===== config.mk =====
export PLATFORM = sky130hd
export DESIGN_NAME = ikaopm_slot_sequencer
export DESIGN_NICKNAME = d
export VERILOG_FILES = /design/src/rtl/ikaopm_slot_sequencer.sv
export SDC_FILE = /design/constraint.sdc
export NUM_CORES = 1
export LEC_CHECK = 0
export CELL_PAD_IN_SITES_DETAIL_PLACEMENT = 2
export CELL_PAD_IN_SITES_GLOBAL_PLACEMENT = 2
export CORE_ASPECT_RATIO = 1.4
export CORE_MARGIN = 3
export CORE_UTILIZATION = 27
export CTS_CLUSTER_SIZE = 16
export DETAILED_ROUTE_END_ITERATION = 8
export PLACE_DENSITY = 0.79
export SLEW_MARGIN = 5
export SYNTH_ARGS = -nofsm -noshare
export SYNTH_HDL_FRONTEND = slang
export SYNTH_SLANG_ARGS = --single-unit

===== constraint.sdc =====
create_clock -name i_EMUCLK -period 2.1 [get_ports i_EMUCLK]
set_input_delay 0.42 -clock i_EMUCLK [delete_from_list [all_inputs] [get_ports i_EMUCLK]]
set_output_delay 0.42 -clock i_EMUCLK [all_outputs]
set_load 0.02 [all_outputs]

===== src/rtl/ikaopm_slot_sequencer.sv =====
// Operator-datapath timing master: phi1 enable strobes, slot counter, zero-flush and halt parking.
// Optional IKAOPM_SEQ_ROUNDCNT_EN builds the completed-round counter behind o_ROUNDCNT.
module ikaopm_slot_sequencer #(
  parameter int DIV          = 4,
  parameter int NSLOTS       = 32,
  parameter int FLUSH_ROUNDS = 2,
  parameter int SLOT_W       = 5
) (
  input  logic              i_EMUCLK,
  input  logic              i_RST_n,
  input  logic              i_IC_n,
  input  logic              i_HALT_REQ,
  output logic              o_HALT_ACK,
  output logic              o_PCEN_n,
  output logic              o_NCEN_n,
  output logic [SLOT_W-1:0] o_SLOT,
  output logic              o_CYCLE0,
  output logic              o_CNTRRST,
  output logic              o_SRWR,
  output logic              o_FLUSH,
  output logic [15:0]       o_ROUNDCNT
);

  localparam int DIV_W = $clog2(DIV);
  localparam int FC_W  = $clog2(FLUSH_ROUNDS + 1);

  localparam logic [DIV_W-1:0]  DIV_LAST     = DIV_W'(DIV - 1);
  localparam logic [DIV_W-1:0]  DIV_HALF_PRE = DIV_W'(DIV / 2 - 1);
  localparam logic [SLOT_W-1:0] SLOT_LAST    = SLOT_W'(NSLOTS - 1);
  localparam logic [FC_W-1:0]   FLUSH_LAST   = FC_W'(FLUSH_ROUNDS - 1);

  typedef enum logic [1:0] {
    ST_FLUSH,
    ST_RUN,
    ST_HALTING,
    ST_HALTED
  } state_t;

  state_t            state, state_nx;
  logic [DIV_W-1:0]  div, div_nx;
  logic [SLOT_W-1:0] slot_nx;
  logic [FC_W-1:0]   flushcnt, flushcnt_nx;
  logic              advance;
  logic              wrap;

  // The divider only runs while the gate is open; strobes are registered from the
  // divider transition so a restart from div==0 never produces an immediate pulse.
  always_comb begin
    state_nx    = state;
    div_nx      = div;
    slot_nx     = o_SLOT;
    flushcnt_nx = flushcnt;
    advance     = 1'b0;
    wrap        = 1'b0;

    if (!i_IC_n) begin
      state_nx    = ST_FLUSH;
      div_nx      = '0;
      slot_nx     = '0;
      flushcnt_nx = '0;
    end else begin
      wrap    = !o_PCEN_n && (o_SLOT == SLOT_LAST);
      advance = (state != ST_HALTED);
      if (!o_PCEN_n) begin
        slot_nx = wrap ? '0 : o_SLOT + SLOT_W'(1);
      end

      case (state)
        ST_FLUSH: begin
          if (wrap) begin
            flushcnt_nx = flushcnt + FC_W'(1);
            if (flushcnt == FLUSH_LAST) state_nx = ST_RUN;
          end
        end
        ST_RUN: begin
          if (i_HALT_REQ) state_nx = ST_HALTING;
        end
        ST_HALTING: begin
          if (!i_HALT_REQ) begin
            state_nx = ST_RUN;
          end else if (wrap) begin
            state_nx = ST_HALTED;
            advance  = 1'b0;
          end
        end
        ST_HALTED: begin
          if (!i_HALT_REQ) state_nx = ST_RUN;
        end
        default: state_nx = ST_FLUSH;
      endcase

      div_nx = advance ? ((div == DIV_LAST) ? '0 : div + DIV_W'(1)) : '0;
    end
  end

  always_ff @(posedge i_EMUCLK or negedge i_RST_n) begin
    if (!i_RST_n) begin
      state      <= ST_FLUSH;
      div        <= '0;
      flushcnt   <= '0;
      o_SLOT     <= '0;
      o_PCEN_n   <= 1'b1;
      o_NCEN_n   <= 1'b1;
      o_CYCLE0   <= 1'b1;
      o_CNTRRST  <= 1'b0;
      o_SRWR     <= 1'b1;
      o_FLUSH    <= 1'b1;
      o_HALT_ACK <= 1'b0;
    end else begin
      state      <= state_nx;
      div        <= div_nx;
      flushcnt   <= flushcnt_nx;
      o_SLOT     <= slot_nx;
      o_PCEN_n   <= !(advance && (div == DIV_LAST));
      o_NCEN_n   <= !(advance && (div == DIV_HALF_PRE));
      o_CYCLE0   <= (slot_nx == '0);
      o_CNTRRST  <= (slot_nx == SLOT_LAST);
      o_SRWR     <= (state_nx != ST_HALTED);
      o_FLUSH    <= (state_nx == ST_FLUSH);
      o_HALT_ACK <= (state_nx == ST_HALTED);
    end
  end

`ifdef IKAOPM_SEQ_ROUNDCNT_EN
  logic [15:0] roundcnt;

  // Counts wraps taken while running, including the wrap that parks the pipeline.
  always_ff @(posedge i_EMUCLK or negedge i_RST_n) begin
    if (!i_RST_n) begin
      roundcnt <= '0;
    end else if (!i_IC_n) begin
      roundcnt <= '0;
    end else if (wrap && ((state == ST_RUN) || (state == ST_HALTING))) begin
      roundcnt <= roundcnt + 16'd1;
    end
  end

  assign o_ROUNDCNT = roundcnt;
`else
  assign o_ROUNDCNT = 16'd0;
`endif

endmodule

=== After elaboration in Yosys (flattened, before gate mapping) ===
Cells that the tools add are included.

* Register bits after elaboration: 18
* Bits in latches: 0
* RAM bits: 0
* Memory bits (read-only): 0
* Input port bits: 4
* Word-level logic and storage cells: 59
* Memories kept: 0

* Add/sub/neg operators: 3
* Multipliers: 0
* Div/mod/pow operators: 0
* Order comparisons: 0
* Equal/unequal tests: 13
* Shift-type cells: 0
* Multiplexer cells: 22
* Bitwise gates (word level): 0
* Reduce and logical (&&, ||, !) cells: 10

{| class="wikitable"
|+ Operator list
! operator !! count
|-
| 2-bit two-way mux || 13
|-
| 5-bit two-way mux || 3
|-
| 5-bit == test (second input constant) || 2
|-
| 2-bit == test (second input constant) || 4
|-
| 2-bit one-hot mux with 4 select lines || 1
|-
| 2-bit by 1-bit == test with 1-bit output (second input constant) || 3
|-
| 5-bit by 1-bit adder with 5-bit output (second input constant) || 1
|-
| 5-bit logical NOT || 1
|-
| 1-bit two-way mux || 5
|-
| 2-bit by 1-bit adder with 2-bit output (second input constant) || 2
|-
| 2-bit logical NOT || 2
|-
| 2-bit by 1-bit != test with 1-bit output (second input constant) || 2
|-
| 2-bit != test (second input constant) || 2
|-
| 1-bit logical AND || 3
|-
| 1-bit logical NOT || 3
|-
| 2-bit AND reduction || 1
|}

=== Logic depth before layout (Yosys ltp) ===
Gate-level depths: netlist (run 1).

* Word-level depth: 9
* Depth in mapped cells: 7
* Mapped depth without buffers: 7

=== Least setup slack after synthesis (run 1) ===
Ideal clock, no wire load.

* Path type: register to register
* From: register o_SLOT[0]
* To: register div[0]
* Data arrival time: 1.704 ns
* Data required time: 2.014 ns
* Slack: 0.310 ns
* Cell stages (with the launch flop): 8
* Buffers on the path: 0
* Cell sequence: dfrtp_1 -> ha_1 -> and3_1 -> ha_1 -> and3b_1 -> o21ai_0 -> nand2_1 -> nor3_1

* Cells in the longest elaborated chain, start to end: 8

{| class="wikitable"
|+ RTL lines
! item !! RTL line !! RTL
|-
| start: declaration || 16 || <nowiki>output logic [SLOT_W-1:0] o_SLOT,</nowiki>
|-
| start signal: assignment || 113 || <nowiki>o_SLOT <= slot_nx;</nowiki>
|-
| 5-bit == test || 62 || <nowiki>wrap = !o_PCEN_n && (o_SLOT == SLOT_LAST);</nowiki>
|-
| 1-bit logical AND || 62 ||
|-
| 1-bit two-way mux || 81 || <nowiki>end else if (wrap) begin</nowiki>
|-
| 1-bit two-way mux || 79 || <nowiki>if (!i_HALT_REQ) begin</nowiki>
|-
| 1-bit two-way mux || 68 || <nowiki>case (state)</nowiki>
|-
| 1-bit two-way mux || 56 || <nowiki>if (!i_IC_n) begin</nowiki>
|-
| 2-bit two-way mux || 92 || <nowiki>div_nx = advance ? ((div == DIV_LAST) ? '0 : div + DIV_W'(1)) : '0;</nowiki>
|-
| 2-bit two-way mux || 56 ||
|-
| via div_nx[0] || 40 || <nowiki>logic [DIV_W-1:0] div, div_nx;</nowiki>
|-
| end signal: assignment || 111 || <nowiki>div <= div_nx;</nowiki>
|-
| end: declaration || 40 ||
|}

The timed path passes the listed nets, and every way through them passes these cells. The select of a mux whose other input is x is not followed.
A chain may end at the register's enable or synchronous reset.

=== Final worst setup path (run 1) ===
* From: register o_PCEN_n
* To: output port o_PCEN_n

{| class="wikitable"
|+ RTL lines
! item !! RTL line !! RTL
|-
| start: declaration || 14 || <nowiki>output logic o_PCEN_n,</nowiki>
|-
| start signal: assignment || 114 || <nowiki>o_PCEN_n <= !(advance && (div == DIV_LAST));</nowiki>
|}

No word-level cell between the ends.

==> out/metrics.sh, run 1 <==
SYNTH-ASYNC-RESET-RATIO_PCT=100.0
WORST-PATH-MAX-FANOUT=14
REQUIRED_NS=1.68
PLACE.DETAILED.HPWL_MM=1.740
GLOBAL_ROUTE.USAGE.MET2_PCT=19.68
VIAS=704
REG2REG_SLACK_NS=0.17
SYNTH.LIB_CELLS_USED.DISTINCT=31
CP-START-KIND='flop'
GRT_UTIL_MET3_PCT=2.694
GRT_FIRST_PASS_WIRELENGTH_MM=3.643
GRT_SETUP_UNREPAIRED='no'
GRT-OVFL-TOTAL=0
CLOCK_TREE_FROM_TRITONCTS='yes'
SYNTH.YOSYS.WARNINGS=0
CLK_LATENCY_NS=0.27
LAYER_CARRYING_THE_MOST_GLOBAL_ROUTE_USAGE='met2'
INITIAL_CORE_UTIL_PCT=28.33
CTS_SINKS=18
CTS_BUFFERS=3
MOSTFREQUENTLAYOUTCELL='sky130_fd_sc_hd__conb_1'
ARRIVAL_NS=1.59
GRT_ANTENNA_BEFORE_REPAIR=0
WORST_HOLD_PATH_TYPE='input port to async pin'
WORSTPATHCELLLIST='clkdlybuf4s50_1'
POST_SYNTHESIS_CELLS=94
H-TREE-DEPTH=1
GP_CONGESTION=0.7345
NUM-FILL-CELLS=383
SLOWEST_DELAY_NS=0.67
DRT-INITIAL-DRC-COUNT=5
GRTUSAGEMET1_PCT=10.48
CRITICAL_PATH.SLOWEST_CELL='sky130_fd_sc_hd__dfstp_2'
DRT-PASS1-ITER-COUNT=2
FIN_CRIT_NS=2.007
GRT_MAX_DEGREE=19
P_PER_AREA_nW_PER_UM2=633.0
TIMING_HOLD_VIOLATIONS_FINAL=0
POWER.CLOCK.FRACTION_PCT=40.0
HOLD_BUFFERS=0
FINAL_MAX_SLEW_VIOLATION_COUNT=0
FINISH.NET_COUNT=122
NETSWITCHINGPOWER_uW=189.3
CRIT_PATH_KIND='flop to output port'
GRT_PASS1_VIAS=753
POST-LAYOUT-TOTAL-POWER_uW=736.6
FIN_TNS_SETUP_NS=0
MAX_FREQ_MHz=498.2
TOTAL_LEAKAGE_POWER_nW=0.5717
OUTCOME='finished clean'
MOSTFREQUENTLAYOUTCELLS='sky130_fd_sc_hd__conb_1, sky130_fd_sc_hd__clkdlybuf4s50_1, sky130_fd_sc_hd__dfrtp_1'
DIE_AREA_SQ_UM=4341
YS_FF_LATCH=18
COMBPWRFRAC_PCT=10.5
PORT_BUFFERS=15
WORSTSETUPENDPOINTTYPE='output port'
AREA.GROWTH.SYNTH_TO_FINAL_PCT=20.47
POST_CTS_BUFFERS=0
VDD.IR_DROP.WORST_mV=0.3501
DRT.ANTENNA.VIOLATING_NETS=0
SYNTH_AREA_PER_CELL_SQ_UM=10.28
ROUTED_VIA_DENSITY=4.632
SYNTH.LARGEST_AREA_CELL='sky130_fd_sc_hd__dfrtp_1'
SYNTH_TOP_CELLS_BY_AREA='sky130_fd_sc_hd__dfrtp_1, sky130_fd_sc_hd__dfstp_2, sky130_fd_sc_hd__buf_4'
CRITICAL_PATH.TOP_DELAY_FAMILY='flip-flops'
DRT-TOTAL-WL_MM=2.246
FP-ROW-COUNT=25
CLK_PIN_SLEW_WORST_PATHS_NS=0.07
LAYOUT_WORST_PATH_CYCLE_SHARE_PCT=95.59
DRT-WIRELENGTH-PER-CELL_MICRONS=14.78
POWER.SHARE.SEQUENTIAL_PCT=49.5
SYNTH_ENABLE_FLOP_CELLS=0
SYN-CELL-AREA_SQ_UM=965.9
SYNTH.TOP_CELL.AREA_SHARE_PCT=33.68
POST_ROUTE_CELLS_DRIVE_ABOVE_1_SHARE_PCT=12.50
FLOORPLAN.IO_PINS=32
INTERNAL_POWER_uW=547.3
N_ANTENNA_CELL=0
PATH_BUF_INV=1
CLOCK_SKEW_NS=0.004403
POSTSYNTH.TOPFLOPCELL='sky130_fd_sc_hd__dfrtp_1'
PLACEABLECOREAREA_SQ_UM=3410
SEQ_AREA_FRAC_SYNTH_PCT=47.28
CLK_PATH_BUF_DEPTH=2
NETSWITCHINGFRACTION_PCT=25.70
POST_CTS.RESIZED_INSTANCES=0
DIE_W_MICRONS=56.55
CHIPHEIGHT_MICRONS=76.77
CLOCK_TREE.ROOT_CELL='sky130_fd_sc_hd__clkbuf_8'
DRC_ERRORS=0
MAX_CAP_VIOLATION_COUNT=0
FINAL_SETUP_VIO_COUNT=0
GRTUSAGETOTAL_PCT=11.13
metal layers:
layer / wire length, microns / up-vias
li1: - / 319
met1: 787 / 344
met2: 1181 / 32
met3: 154 / 9
met4: 123 / 0
met5: 0 / -
through the flow:
stage | cells | hold WS, ns | util (%) | worst slack (ns) | cell area [sq um]
floorplan | 109 | 0.1244 | - | 0.3100 | 1022
global placement | 148 | 0.4562 | 32.51 | 0.2667 | 1109
detailed placement | 148 | 0.4931 | 32.51 | 0.2140 | 1109
CTS | 152 | 0.4859 | 34.13 | 0.07496 | 1164
global route | 152 | 0.5145 | 34.13 | 0.02183 | 1164
finish | 152 | 0.4817 | 34.13 | 0.09266 | 1164
power by group through the flow:
stage	Sequential [mW]	Clock, mW	Combinational [mW]
after CTS	0.365	0.308	0.0780
after global routing	0.366	0.320	0.0843
after floorplan	0.374	0	0.0660
after global placement	0.370	0	0.0746
final	0.365	0.295	0.0772
after detailed placement	0.372	0	0.0772
cell usage after synthesis, types with 2 or more instances:
cell,count
sky130_fd_sc_hd__ha_1,5
sky130_fd_sc_hd__nand4b_1,2
sky130_fd_sc_hd__and2_1,2
sky130_fd_sc_hd__dfrtp_1,13
sky130_fd_sc_hd__a21oi_1,3
sky130_fd_sc_hd__o211a_1,2
sky130_fd_sc_hd__o31ai_1,2
sky130_fd_sc_hd__buf_4,16
sky130_fd_sc_hd__nor3_1,2
sky130_fd_sc_hd__and3_1,3
sky130_fd_sc_hd__nor2b_1,3
sky130_fd_sc_hd__nand2_1,7
sky130_fd_sc_hd__nor2_1,4
sky130_fd_sc_hd__inv_1,6
sky130_fd_sc_hd__dfstp_2,5
sky130_fd_sc_hd__o21ai_0,4
sequential cells by signal, indices dropped and copies added (netlist names):
register / flops
o_SLOT: 5
div: 2
o_FLUSH: 1
o_HALT_ACK: 1
flushcnt: 2
o_PCEN_n: 1
state: 2
o_NCEN_n: 1
o_CNTRRST: 1
o_CYCLE0: 1
o_SRWR: 1
layout make-up:
cell class	instances	area (sq um)	area share [%]
clock buffer	4	55.05	4.731
tap	40	50.05	4.301
timing repair buffer	17	165.2	14.19
inverter	6	22.52	1.935
sequential	18	456.7	39.25
multi-input combinational	67	414.1	35.59
worst paths after layout:
path / start / end / depth (start not counted)
max: o_PCEN_n$_DFF_PN1_ / o_PCEN_n / 1
min: i_RST_n / o_HALT_ACK$_DFF_PN0_ / 2
max reg2reg: o_SLOT[1]$_DFF_PN0_ / o_CYCLE0$_DFF_PN1_ / 7
min reg2reg: div[0]$_DFF_PN0_ / div[0]$_DFF_PN0_ / 1
max in group asynchronous: i_RST_n / o_FLUSH$_DFF_PN1_ / 2
min in group i_EMUCLK: div[0]$_DFF_PN0_ / div[0]$_DFF_PN0_ / 1
cell families after synthesis:
family	synth area share, %
simple gates	18.78
fa+ha+maj	6.477
compound gates	9.586
flops	47.28
other cells	0.3882
buf+inv	15.67
xor+xnor	1.814
Note: power is estimated with default switching activity, not from simulation.
==> run 2: changes to the inputs <==
--- a/config.mk
+++ b/config.mk
@@ -5,6 +5,7 @@
 export SDC_FILE = /design/constraint.sdc
 export NUM_CORES = 1
 export LEC_CHECK = 0
+export CAP_MARGIN = 20
 export CELL_PAD_IN_SITES_DETAIL_PLACEMENT = 2
 export CELL_PAD_IN_SITES_GLOBAL_PLACEMENT = 2
 export CORE_ASPECT_RATIO = 1.4
==> results of run 2 <==
The final DEF is identical to that of run 1; final timing and power are the same.
